**src/rtl/seven_seg_capture.sv**
```systemverilog
// Receive side of a 2-digit multiplexed 7-segment PMOD: synchronizes segment/digit
// pins, decodes stable glyphs and commits the displayed byte once consecutive frames agree.
module seven_seg_capture #(
  parameter int unsigned MIN_STABLE = 4,
  parameter int unsigned AGREE      = 2,
  parameter int unsigned TIMEOUT    = 1000000
) (
  input  logic       CLK,
  input  logic       RST_N,
  input  logic [6:0] seg_n,
  input  logic       digit_sel,
  output logic [7:0] value,
  output logic       value_valid,
  output logic       value_update,
  output logic       seg_err
);

  localparam int unsigned SW = $clog2(MIN_STABLE + 1);
  localparam int unsigned AW = $clog2(AGREE + 1);
  localparam int unsigned TW = $clog2(TIMEOUT + 1);
  localparam logic [SW-1:0] STAB_MAX  = SW'(MIN_STABLE);
  localparam logic [AW-1:0] AGREE_MAX = AW'(AGREE);
  localparam logic [TW-1:0] TO_MAX    = TW'(TIMEOUT);

  typedef enum logic [1:0] {HUNT, TENS, ONES} state_t;

  logic [6:0]    seg_m, seg_s, seg_p;
  logic          dsel_m, dsel_s, dsel_p;
  logic [SW-1:0] stab_cnt, stab_n;
  logic          latched;
  state_t        state, state_n;
  logic          got_tens, got_tens_n, got_ones, got_ones_n;
  logic [3:0]    tens_nib, tens_n, ones_nib, ones_n;
  logic [7:0]    prev_cand, prev_n, cand;
  logic [AW-1:0] agree_cnt, agree_n;
  logic [TW-1:0] to_cnt, to_n;
  logic          fall, rise, dedge, blank, latch_ev, legal, frame, err, commit, expire;
  logic [3:0]    nib;

  always_ff @(posedge CLK or negedge RST_N) begin
    if (!RST_N) begin
      seg_m  <= '1;
      seg_s  <= '1;
      seg_p  <= '1;
      dsel_m <= 1'b1;
      dsel_s <= 1'b1;
      dsel_p <= 1'b1;
    end else begin
      seg_m  <= seg_n;
      seg_s  <= seg_m;
      seg_p  <= seg_s;
      dsel_m <= digit_sel;
      dsel_s <= dsel_m;
      dsel_p <= dsel_s;
    end
  end

  assign fall  = dsel_p & ~dsel_s;
  assign rise  = ~dsel_p & dsel_s;
  assign dedge = fall | rise;
  assign blank = (seg_s == 7'h7F);

  always_comb begin
    stab_n = stab_cnt;
    if (dedge || blank)
      stab_n = '0;
    else if (seg_s == seg_p && stab_cnt != '0)
      stab_n = (stab_cnt == STAB_MAX) ? stab_cnt : stab_cnt + SW'(1);
    else
      stab_n = SW'(1);
  end

  // A digit_sel edge suppresses the latch; 'latched' limits it to once per phase.
  assign latch_ev = !dedge && !latched && (stab_cnt != STAB_MAX) && (stab_n == STAB_MAX);

  always_comb begin
    nib   = 4'h0;
    legal = 1'b1;
    case (~seg_s)
      7'h3F: nib = 4'h0;
      7'h06: nib = 4'h1;
      7'h5B: nib = 4'h2;
      7'h4F: nib = 4'h3;
      7'h66: nib = 4'h4;
      7'h6D: nib = 4'h5;
      7'h7D: nib = 4'h6;
      7'h07: nib = 4'h7;
      7'h7F: nib = 4'h8;
      7'h6F: nib = 4'h9;
      7'h77: nib = 4'hA;
      7'h7C: nib = 4'hB;
      7'h39: nib = 4'hC;
      7'h5E: nib = 4'hD;
      7'h79: nib = 4'hE;
      7'h71: nib = 4'hF;
      default: legal = 1'b0;
    endcase
  end

  always_comb begin
    state_n    = state;
    got_tens_n = got_tens;
    got_ones_n = got_ones;
    tens_n     = tens_nib;
    ones_n     = ones_nib;
    frame      = 1'b0;
    err        = 1'b0;
    case (state)
      HUNT: begin
        if (fall) begin
          state_n    = TENS;
          got_tens_n = 1'b0;
        end
      end
      TENS: begin
        if (fall)
          state_n = HUNT;
        else if (rise) begin
          if (got_tens) begin
            state_n    = ONES;
            got_ones_n = 1'b0;
          end else
            state_n = HUNT;
        end else if (latch_ev) begin
          if (legal) begin
            tens_n     = nib;
            got_tens_n = 1'b1;
          end else
            err = 1'b1;
        end
      end
      ONES: begin
        if (rise)
          state_n = HUNT;
        else if (fall) begin
          state_n    = TENS;
          got_tens_n = 1'b0;
          frame      = got_ones;
        end else if (latch_ev) begin
          if (legal) begin
            ones_n     = nib;
            got_ones_n = 1'b1;
          end else
            err = 1'b1;
        end
      end
      default: state_n = HUNT;
    endcase
  end

  assign cand = {tens_nib, ones_nib};

  always_comb begin
    agree_n = agree_cnt;
    prev_n  = prev_cand;
    to_n    = (to_cnt == TO_MAX) ? to_cnt : to_cnt + TW'(1);
    if (frame) begin
      to_n = '0;
      if (cand == prev_cand)
        agree_n = (agree_cnt == AGREE_MAX) ? agree_cnt : agree_cnt + AW'(1);
      else begin
        agree_n = AW'(1);
        prev_n  = cand;
      end
    end
    commit = frame && (agree_n == AGREE_MAX);
    // Commit takes priority over a same-cycle timeout expiry.
    expire = !commit && (to_n == TO_MAX);
    if (expire)
      agree_n = '0;
  end

  always_ff @(posedge CLK or negedge RST_N) begin
    if (!RST_N) begin
      stab_cnt     <= '0;
      latched      <= 1'b0;
      state        <= HUNT;
      got_tens     <= 1'b0;
      got_ones     <= 1'b0;
      tens_nib     <= '0;
      ones_nib     <= '0;
      prev_cand    <= '0;
      agree_cnt    <= '0;
      to_cnt       <= '0;
      value        <= '0;
      value_valid  <= 1'b0;
      value_update <= 1'b0;
      seg_err      <= 1'b0;
    end else begin
      stab_cnt     <= stab_n;
      latched      <= dedge ? 1'b0 : (latched | latch_ev);
      state        <= state_n;
      got_tens     <= got_tens_n;
      got_ones     <= got_ones_n;
      tens_nib     <= tens_n;
      ones_nib     <= ones_n;
      prev_cand    <= prev_n;
      agree_cnt    <= agree_n;
      to_cnt       <= to_n;
      seg_err      <= err;
      value_update <= commit && (!value_valid || cand != value);
      if (commit) begin
        value       <= cand;
        value_valid <= 1'b1;
      end else if (expire)
        value_valid <= 1'b0;
    end
  end

endmodule

```
**config.mk**
```make
export PLATFORM = sky130hd
export DESIGN_NAME = seven_seg_capture
export DESIGN_NICKNAME = d
export VERILOG_FILES = /design/src/rtl/seven_seg_capture.sv
export SDC_FILE = /design/constraint.sdc
export NUM_CORES = 1
export LEC_CHECK = 0
export CAP_MARGIN = 0
export CELL_PAD_IN_SITES_DETAIL_PLACEMENT = 2
export CELL_PAD_IN_SITES_GLOBAL_PLACEMENT = 2
export CORE_ASPECT_RATIO = 1.1
export CORE_MARGIN = 2
export CORE_UTILIZATION = 43
export CTS_BUF_LIST = sky130_fd_sc_hd__clkbuf_16
export DETAILED_ROUTE_END_ITERATION = 10
export PLACE_DENSITY_LB_ADDON = 0.15
export SETUP_SLACK_MARGIN = 0.3
export SYNTH_ARGS = -nofsm -noshare
export SYNTH_HDL_FRONTEND = slang
export SYNTH_SLANG_ARGS = --single-unit
```
**constraint.sdc**
```tcl
create_clock -name CLK -period 5.7 [get_ports CLK]
set_input_delay 1.14 -clock CLK [delete_from_list [all_inputs] [get_ports CLK]]
set_output_delay 1.14 -clock CLK [all_outputs]
set_load 0.03 [all_outputs]
```
==> flow_summary.ini, run 1 <==
[outcome]
status = complete, no violations

[worst_setup_path]
crit_family = simple AND/OR/NAND/NOR gates
slowest_stage = and4b_1
setup.worst_path.end_class = flop
critPathBufInv = 0
crit_path_max_incr_delay_ns = 0.86
start_kind = flop
crit_arrival_ns = 3.28
critPathLaunch = dsel_p$_DFF_PN1_
crit_type = reg2reg
path_max_fanout = 24
path_cells = ha_1 > and4b_1 > a21oi_1 > a21boi_0 > o211ai_1 > or4_1 > nor3_2 > a211oi_1
reg2reg_from = dsel_p$_DFF_PN1_
required_ns = 5.87

[detailed_routing]
vias = 2946
drc_errors = 0
routed_wirelength_um = 10200
drtPass1Iterations = 4
drt_iter0_drc = 109
wl_per_cell_um = 19.5
viasPerCell = 5.63
ant_nets = 0

[cts]
insertion_delay_ns = 0.34
clock_sinks = 81
post_cts_buffers = 0
htreeDepth = 3
postCtsResizedCells = 0
cts_tree = yes
holdBufCountCts = 0
max-clock-path-buffers = 2
cts_buffers = 9
clock-root-buffer = clkbuf_16
clkTransAtPathRegs_ns = 0.07

[synthesis]
ys_ff_latch = 81
synth_nets = 409
ys_async_sr_fraction_pct = 100
ys_seq_area_share_pct = 50.3
synthAdderAreaFrac_pct = 3.36
synth-compound-area-share_pct = 7.40
netlist_instances = 388
yosys.area_share.simple_pct = 18.1
yosys.area_share.xor_xnor_pct = 9.64
syn_area_um2 = 4090
yosysWarnings = 0
synth_edf_count = 0
ys_types = 52
avgSynthCellArea_um2 = 10.5
synthMuxAreaShare_pct = 7.83
ys.flop_type = dfrtp_1
synth_top_family_by_area = simple AND/OR/NAND/NOR gates

[sta]
rsz0062_at_grt = no
tightest_slew_ns = 1.04
setup_viol = 0
finalCritPeriodShare_pct = 54.5
fmax_mhz = 322
hold_viol = 0
relSlewSlack_pct = 30.3
holdWs_ns = 0.346
finalMaxSlewViolations = 0
setup_tns_ns = 0
period_minus_slack_ns = 3.11
fin_skew_ns = 0.00986

[die]
ioPinCount = 21
core_area_um2 = 9310
die-area_um2 = 10300
die_h_um = 106
fp.dieW_um = 97.0
start_util_pct = 44.0
rows = 37

[layout]
final_cell_area_um2 = 4660
post-route-util_pct = 50.0
multi_input_area_um2 = 1900
final_cell_mix = dfrtp_1, nor2_1, xnor2_1, dfstp_2, nand2_1
num_antenna_cells = 0
area_growth_pct = 13.9
final_nets = 422
regArea_um2 = 2060
drive_gt1_share_pct = 14.3
final_common_cell = dfrtp_1
nFillCells = 968

[global_route]
grt_max_degree = 82
grt_pass1_wl_um = 17500
grt_usage_pct = 21.5
grt_pass1_vias = 3285
antenna_found_initial = 0
gr-total-overflow = 0

[place]
placed_area_um2 = 4360
io_buffer_count = 20
dp_hpwl_um = 7030
place.gp.congestion = 0.732

[power]
ir_drop_mv = 0.177
p_leak_nw = 1.99
power_w = 0.00129
powerDensity_nw_per_um2 = 276

[hold_path]
hold_start = seg_m[6]$_DFF_PN1_
hold_path_class = reg2reg

[job]
max_cap_violations = 0
metal layers:
| layer | GRT usage (%) | vias to the layer above | share of wire [%] |
|---|---|---|---|
| met4 | 5.43 | 0 | 1.1 |
| met3 | 3.62 | 8 | 2.1 |
| li1 | - | 1379 | - |
| met2 | 37.3 | 28 | 51 |
| met1 | 28.0 | 1531 | 46 |
| met5 | 0 | - | 0 |
synthesized netlist by cell type, types with 3 or more instances:
cell	number	share of area (%)
nand2b_1	3	0.46
ha_1	11	3.4
nand2_1	21	1.9
nor2_1	46	4.2
nand4_1	14	2.1
dfstp_2	24	15
nand4b_1	3	0.64
inv_1	17	1.6
mux2_2	16	4.4
nor2b_1	5	0.76
dfrtp_1	57	35
nor4b_1	3	0.64
and3_1	3	0.46
or3_1	3	0.46
nor4_1	7	1.1
clkbuf_1	14	1.3
mux2i_1	5	1.2
and2_1	3	0.46
a31oi_1	7	1.1
a21oi_1	8	0.98
mux2_1	8	2.2
buf_2	4	0.49
xor2_1	13	2.8
nand3_1	9	1.1
xnor2_1	32	6.9
nor3_1	8	0.98
o21ai_0	9	1.1
stage by stage:
step,std cells,setup WS [ns]
detailed placement,507,2.57
floorplan,388,3.31
CTS,523,2.56
finish,523,2.59
global placement,507,2.69
global route,523,2.35
registers in the layout, indices dropped and copies added, names as in the netlist, 3 cells and up:
| register | flops |
|---|---|
| tens_nib | 4 |
| to_cnt | 20 |
| stab_cnt | 3 |
| seg_m | 7 |
| value | 8 |
| seg_p | 7 |
| prev_cand | 8 |
| seg_s | 7 |
| ones_nib | 4 |
final timing paths:
path / endpoint / slack [ns] / cells past startpoint
min reg2reg: seg_s[6]$_DFF_PN1_ / 0.35 / 0
max in group asynchronous: got_tens$_DFFE_PN0P_ / 4.05 / 1
max reg2reg: agree_cnt[0]$_DFF_PN0_ / 2.59 / 8
min in group asynchronous: tens_nib[0]$_DFFE_PN0P_ / 0.98 / 1
max: agree_cnt[0]$_DFF_PN0_ / 2.59 / 8
min: seg_s[6]$_DFF_PN1_ / 0.35 / 0
cells by family (layout without fill, tap and decap cells):
| group | after synthesis | after routing |
|---|---|---|
| AND/OR/NAND/NOR | 140 | 140 |
| flip-flops | 81 | 81 |
| AO/OA/AOI/OAI | 47 | 47 |
| XOR/XNOR | 45 | 45 |
| buffers and inverters | 35 | 53 |
| multiplexers | 29 | 29 |
| adder cells (fa/ha/maj) | 11 | 11 |
power by group:
part           internal [W]  switching (W)
Sequential         0.000595      0.0000206
Combinational     0.0000327      0.0000540
Clock              0.000340       0.000244
Total              0.000967       0.000319
layout make-up:
class / count / area share [%]
clock buffers: 9 / 4.84
clock inverters: 7 / 1.50
inverters: 17 / 1.37
multi-input cells: 272 / 40.7
flip-flops and latches: 81 / 44.2
well taps: 117 / 3.14
repair buffers: 20 / 4.25
Power figures use the tool's default switching activity.
==> run 2: changes to the inputs <==
--- a/config.mk
+++ b/config.mk
@@ -10,7 +10,7 @@
 export CELL_PAD_IN_SITES_GLOBAL_PLACEMENT = 2
 export CORE_ASPECT_RATIO = 1.1
 export CORE_MARGIN = 2
-export CORE_UTILIZATION = 43
+export CORE_UTILIZATION = 36
 export CTS_BUF_LIST = sky130_fd_sc_hd__clkbuf_16
 export DETAILED_ROUTE_END_ITERATION = 10
 export PLACE_DENSITY_LB_ADDON = 0.15
==> constraint.sdc (replaced) <==
create_clock -name CLK -period 2.55 [get_ports CLK]
set_input_delay 0.51 -clock CLK [delete_from_list [all_inputs] [get_ports CLK]]
set_output_delay 0.51 -clock CLK [all_outputs]
set_load 0.03 [all_outputs]
==> flow_summary.ini, run 2 (synthesis results as in run 1) <==
[outcome]
status = complete, no violations

[cts]
clock_sinks = 81
cts_buffers = 9
clkTransAtPathRegs_ns = 0.06
clock-root-buffer = clkbuf_16
insertion_delay_ns = 0.35
holdBufCountCts = 0
max-clock-path-buffers = 2
cts_tree = yes
htreeDepth = 3

[place]
place.gp.congestion = 0.749
io_buffer_count = 20
dp_hpwl_um = 7260
placed_area_um2 = 4590
post-place-ws_ns = -0.0376

[detailed_routing]
drtPass1Iterations = 5
ant_nets = 0
drc_errors = 0
drt_iter0_drc = 105
routed_wirelength_um = 13500
vias = 3340
viasPerCell = 5.30
wl_per_cell_um = 21.4

[global_route]
gr-total-overflow = 0
grt_max_degree = 62
grt_usage_pct = 20.4
grt_pass1_wl_um = 19200
grt_pass1_vias = 3652
antenna_found_initial = 0

[sta]
rsz0062_at_grt = yes
relSlewSlack_pct = 44.5
fmax_mhz = 410
tightest_slew_ns = 0.833
finalCritPeriodShare_pct = 95.7
period_minus_slack_ns = 2.44
fin_skew_ns = 0.00848
finalMaxSlewViolations = 0
setup_ws_ns = 0.110
setup_viol = 0
setup_tns_ns = 0
hold_viol = 0

[die]
fp.dieW_um = 106
start_util_pct = 37.1
ioPinCount = 21
rows = 40
core_area_um2 = 11000
die_h_um = 116
die-area_um2 = 12200

[layout]
final_common_cell = buf_4
final_nets = 499
final_cell_mix = buf_4, dfrtp_1, nor2_1, xnor2_1, dfstp_2
largestRegisters = to_cnt: 20 flops, prev_cand: 8 flops, value: 8 flops
num_antenna_cells = 0
area_growth_pct = 38.1
largest_register = to_cnt
largest_reg_flops = 20
nFillCells = 1145
drive_gt1_share_pct = 38.3
final_cell_area_um2 = 5650

[power]
power_w = 0.00299
power.share.clock_pct = 43.7
seqPwrFrac_pct = 45.8
switchingPower_w = 0.000793
powerDensity_nw_per_um2 = 529
switching_share_pct = 26.6
pwr-share-comb_pct = 10.5
p_int_w = 0.00219
p_leak_nw = 2.48
ir_drop_mv = 0.379

[worst_setup_path]
critPathLaunch = seg_s[0]$_DFF_PN1_
slowest_stage = or4_4
crit_type = reg2reg
setup.worst_path.end_class = flop
crit_path_max_incr_delay_ns = 0.45
required_ns = 2.79
reg2reg_from = seg_s[0]$_DFF_PN1_
crit_top_cell = buf_6
start_kind = flop
path_cells = buf_6 > buf_8 > a211oi_4 > a31oi_4 > or4_4 > o21ai_2 > a311o_1 > nand4_1 > buf_6 > mux2_4
path_max_fanout = 5
crit_arrival_ns = 2.68

[job]
max_cap_violations = 0

[hold_path]
hold_path_class = in2async
-- run 2: changes by cell type in the layout (fill, tap and decap cells not counted), sizes merged --
cell / previous run / this run
buf: 1 / 77
clkbuf: 9 / 11
clkinvlp: 2 / 0
bufinv: 1 / 0
clkinv: 1 / 2
inv: 20 / 21
-- run 2: path summary, 6_finish.rpt --
check | cells after the start | slack [ns] | endpoint
min | 1 | 0.25 | value[0]$_DFFE_PN0P_
max in group asynchronous | 2 | 1.51 | seg_p[3]$_DFF_PN1_
min reg2reg | 0 | 0.36 | seg_s[2]$_DFF_PN1_
max | 10 | 0.11 | ones_nib[1]$_DFFE_PN0P_
max reg2reg | 10 | 0.11 | ones_nib[1]$_DFFE_PN0P_
min in group CLK | 0 | 0.36 | seg_s[2]$_DFF_PN1_
-- run 2: repair_timing --
item	4_1_cts	5_1_grt
gates resized for setup	37	42
pin swaps	11	21
setup endpoints to repair	22	22
setup buffers	36	15
gates cloned	0	1
-- run 2: layout make-up --
| type | instances | area [um^2] | share of cell area [%] |
|---|---|---|---|
| multi-input cells | 272 | 2190 | 38.7 |
| repair buffers | 97 | 855 | 15.1 |
| inverters | 17 | 63.8 | 1.13 |
| well taps | 147 | 184 | 3.26 |
| clock buffers | 10 | 250 | 4.43 |
| clock inverters | 6 | 46.3 | 0.819 |
| flip-flops and latches | 81 | 2070 | 36.6 |
-- run 2: metal layers --
| layer | GRT usage (%) | wire length, um |
|---|---|---|
| met5 | 0 | 0 |
| met4 | 8.16 | 429 |
| met3 | 3.15 | 319 |
| met2 | 35.7 | 7090 |
| met1 | 25.6 | 5670 |
-- run 2: critical path, delay by kind of cell, from the launching register on --
| kind | cells | cell delay, ns |
|---|---|---|
| buf+inv | 3 | 0.43 |
| simple gates | 2 | 0.60 |
| mux | 1 | 0.29 |
| flops | 1 | 0.40 |
| compound gates | 4 | 0.60 |
-- run 2: per-stage QoR --
step / cells / hold slack, ns / util [%]
after global placement: 562 / 0.346 / 41.7
after global routing: 630 / 0.313 / 51.3
after floorplan: 388 / 0.214 / -
after detailed placement: 562 / 0.347 / 41.7
final: 630 / 0.248 / 51.3
after CTS: 614 / 0.288 / 48.2
-- run 2: power groups by stage --
stage | logic [W] | clock network [W] | registers [W]
2_1_floorplan | 0.000129 | 0 | 0.00137
3_3_place_gp | 0.000189 | 0 | 0.00139
3_5_place_dp | 0.000196 | 0 | 0.00140
4_1_cts | 0.000249 | 0.00132 | 0.00136
5_1_grt | 0.000345 | 0.00139 | 0.00137
6_report | 0.000313 | 0.00131 | 0.00137
==> run 3: changes to the inputs <==
--- a/config.mk
+++ b/config.mk
@@ -10,7 +10,7 @@
 export CELL_PAD_IN_SITES_GLOBAL_PLACEMENT = 2
 export CORE_ASPECT_RATIO = 1.1
 export CORE_MARGIN = 2
-export CORE_UTILIZATION = 36
+export CORE_UTILIZATION = 40
 export CTS_BUF_LIST = sky130_fd_sc_hd__clkbuf_16
 export DETAILED_ROUTE_END_ITERATION = 10
 export PLACE_DENSITY_LB_ADDON = 0.15
==> constraint.sdc (replaced) <==
create_clock -name CLK -period 2.5 [get_ports CLK]
set_input_delay 0.5 -clock CLK [delete_from_list [all_inputs] [get_ports CLK]]
set_output_delay 0.5 -clock CLK [all_outputs]
set_load 0.03 [all_outputs]
==> flow_summary.ini, run 3 (synthesis results as in run 1) <==
[layout]
largest_reg_flops = 20
nFillCells = 955
num_antenna_cells = 0
area_growth_pct = 35.4
final_cell_mix = dfrtp_1, buf_4, nor2_1, xnor2_1, dfstp_2
drive_gt1_share_pct = 37.2
largest_register = to_cnt
fin_cells = 591
largestRegisters = to_cnt: 20 flops, prev_cand: 8 flops, value: 8 flops
final_common_cell = dfrtp_1
final_nets = 487

[global_route]
grt_usage_pct = 26.1
grt_pass1_vias = 3727
grt_pass1_wl_um = 21300
gr-total-overflow = 0
grt_max_degree = 36
antenna_found_initial = 0

[sta]
tightest_slew_ns = 0.688
period_minus_slack_ns = 2.52
holdWs_ns = 0.113
relSlewSlack_pct = 53.5
setup_viol = 4
rsz0062_at_grt = yes
setup_ws_ns = -0.0214
hold_viol = 0
finalCritPeriodShare_pct = 101
finalMaxSlewViolations = 0
fmax_mhz = 397
fin_skew_ns = 0.0118

[detailed_routing]
dr_wl_met3_um = 674
drt_iter0_drc = 166
drc_errors = 0
wl_met2_um = 8660
drtPass1Iterations = 4
viasPerCell = 5.93
routed_wirelength_um = 16500
wl_per_cell_um = 27.8
wl_met1_um = 6280
highest_layer = met4
ant_nets = 0
vias = 3504

[worst_setup_path]
required_ns = 2.73
start_kind = flop
crit_path_max_incr_delay_ns = 0.58
crit_type = reg2reg
path_cells = buf_6 > buf_6 > nor2b_4 > nand4b_1 > a21oi_2 > o21bai_4 > a311o_1 > nand4_1 > buf_6 > mux2_4
setup.worst_path.end_class = flop
crit_top_cell = buf_6
crit_arrival_ns = 2.75
slowest_stage = dfstp_2
path_max_fanout = 4

[die]
die_h_um = 110
core_area_um2 = 9890
start_util_pct = 41.4
rows = 38
fp.dieW_um = 100
die-area_um2 = 11100
ioPinCount = 21

[cts]
cts_buffers = 9
htreeDepth = 3
cts_tree = yes
clkTransAtPathRegs_ns = 0.07
holdBufCountCts = 0
max-clock-path-buffers = 2
clock_sinks = 81
clock-root-buffer = clkbuf_16
insertion_delay_ns = 0.35

[place]
io_buffer_count = 20
post-place-ws_ns = 0.0192
dp_cells = 538
dp_hpwl_um = 7330
place.gp.congestion = 0.835

[power]
p_leak_nw = 2.41
ir_drop_mv = 0.628
powerDensity_nw_per_um2 = 564

[hold_path]
hold_path_class = in2async

[job]
max_cap_violations = 0

[outcome]
violations = negative setup slack
status = complete, but fails checks
run 3: cell types whose count changed in the layout (fill, tap and decap cells not counted), sizes merged:
cell and delta:
buf -11, clkinv -1
run 3: cell type report:
cell class	count	area [um^2]	area share (%)
Sequential cell	81	2060	37.2
Clock buffer	11	275	4.97
Multi-Input combinational cell	272	2170	39.3
Clock inverter	5	32.5	0.587
Tap cell	120	150	2.71
Timing Repair Buffer	85	781	14.1
Inverter	17	63.8	1.15
run 3: worst paths after layout:
path / slack (ns) / start / depth (start not counted) / end
max: -0.02 / seg_s[5]$_DFF_PN1_ / 10 / tens_nib[1]$_DFFE_PN0P_
min: 0.11 / RST_N / 1 / value[0]$_DFFE_PN0P_
max reg2reg: -0.02 / seg_s[5]$_DFF_PN1_ / 10 / tens_nib[1]$_DFFE_PN0P_
min reg2reg: 0.36 / seg_m[1]$_DFF_PN1_ / 0 / seg_s[1]$_DFF_PN1_
max in group asynchronous: 1.76 / RST_N / 2 / seg_s[3]$_DFF_PN1_
min in group CLK: 0.36 / seg_m[1]$_DFF_PN1_ / 0 / seg_s[1]$_DFF_PN1_
run 3: what timing repair did:
| item | CTS | global route |
|---|---|---|
| gates resized for setup | 43 | 35 |
| endpoints found under the setup margin | 19 | 30 |
| pin swaps | 21 | 17 |
| setup buffers | 26 | 11 |
run 3: critical path: cells and delay by family (launching register included):
kind                   cells  cell delay (ns)
buffers and inverters      3             0.38
and+or+nand+nor            3             0.53
DFF                        1             0.58
muxes                      1             0.30
AOI/OAI and AO/OA          3             0.61
run 3: power breakdown:
part | switching, W | total [W] | internal, W
clock | 0.000598 | 0.00140 | 0.000798
combinational | 0.000212 | 0.000338 | 0.000126
sequential | 0.0000313 | 0.00139 | 0.00136
run 3: layer usage:
metal | GRT usage, % | vias up
li1 | - | 1514
met1 | 31.2 | 1803
met2 | 46.8 | 128
met3 | 4.35 | 59
met4 | 10.4 | 0
met5 | 0 | -
run 3: metrics by stage:
step                util, %  TNS, ns  area (um^2)  total power (W)
global route           56.0   -0.399         5540          0.00321
floorplan                 -        0         4120          0.00153
global placement       46.5        0         4600          0.00163
detailed placement     46.5        0         4600          0.00164
CTS                    53.5        0         5290          0.00306
finish                 56.0  -0.0611         5540          0.00312
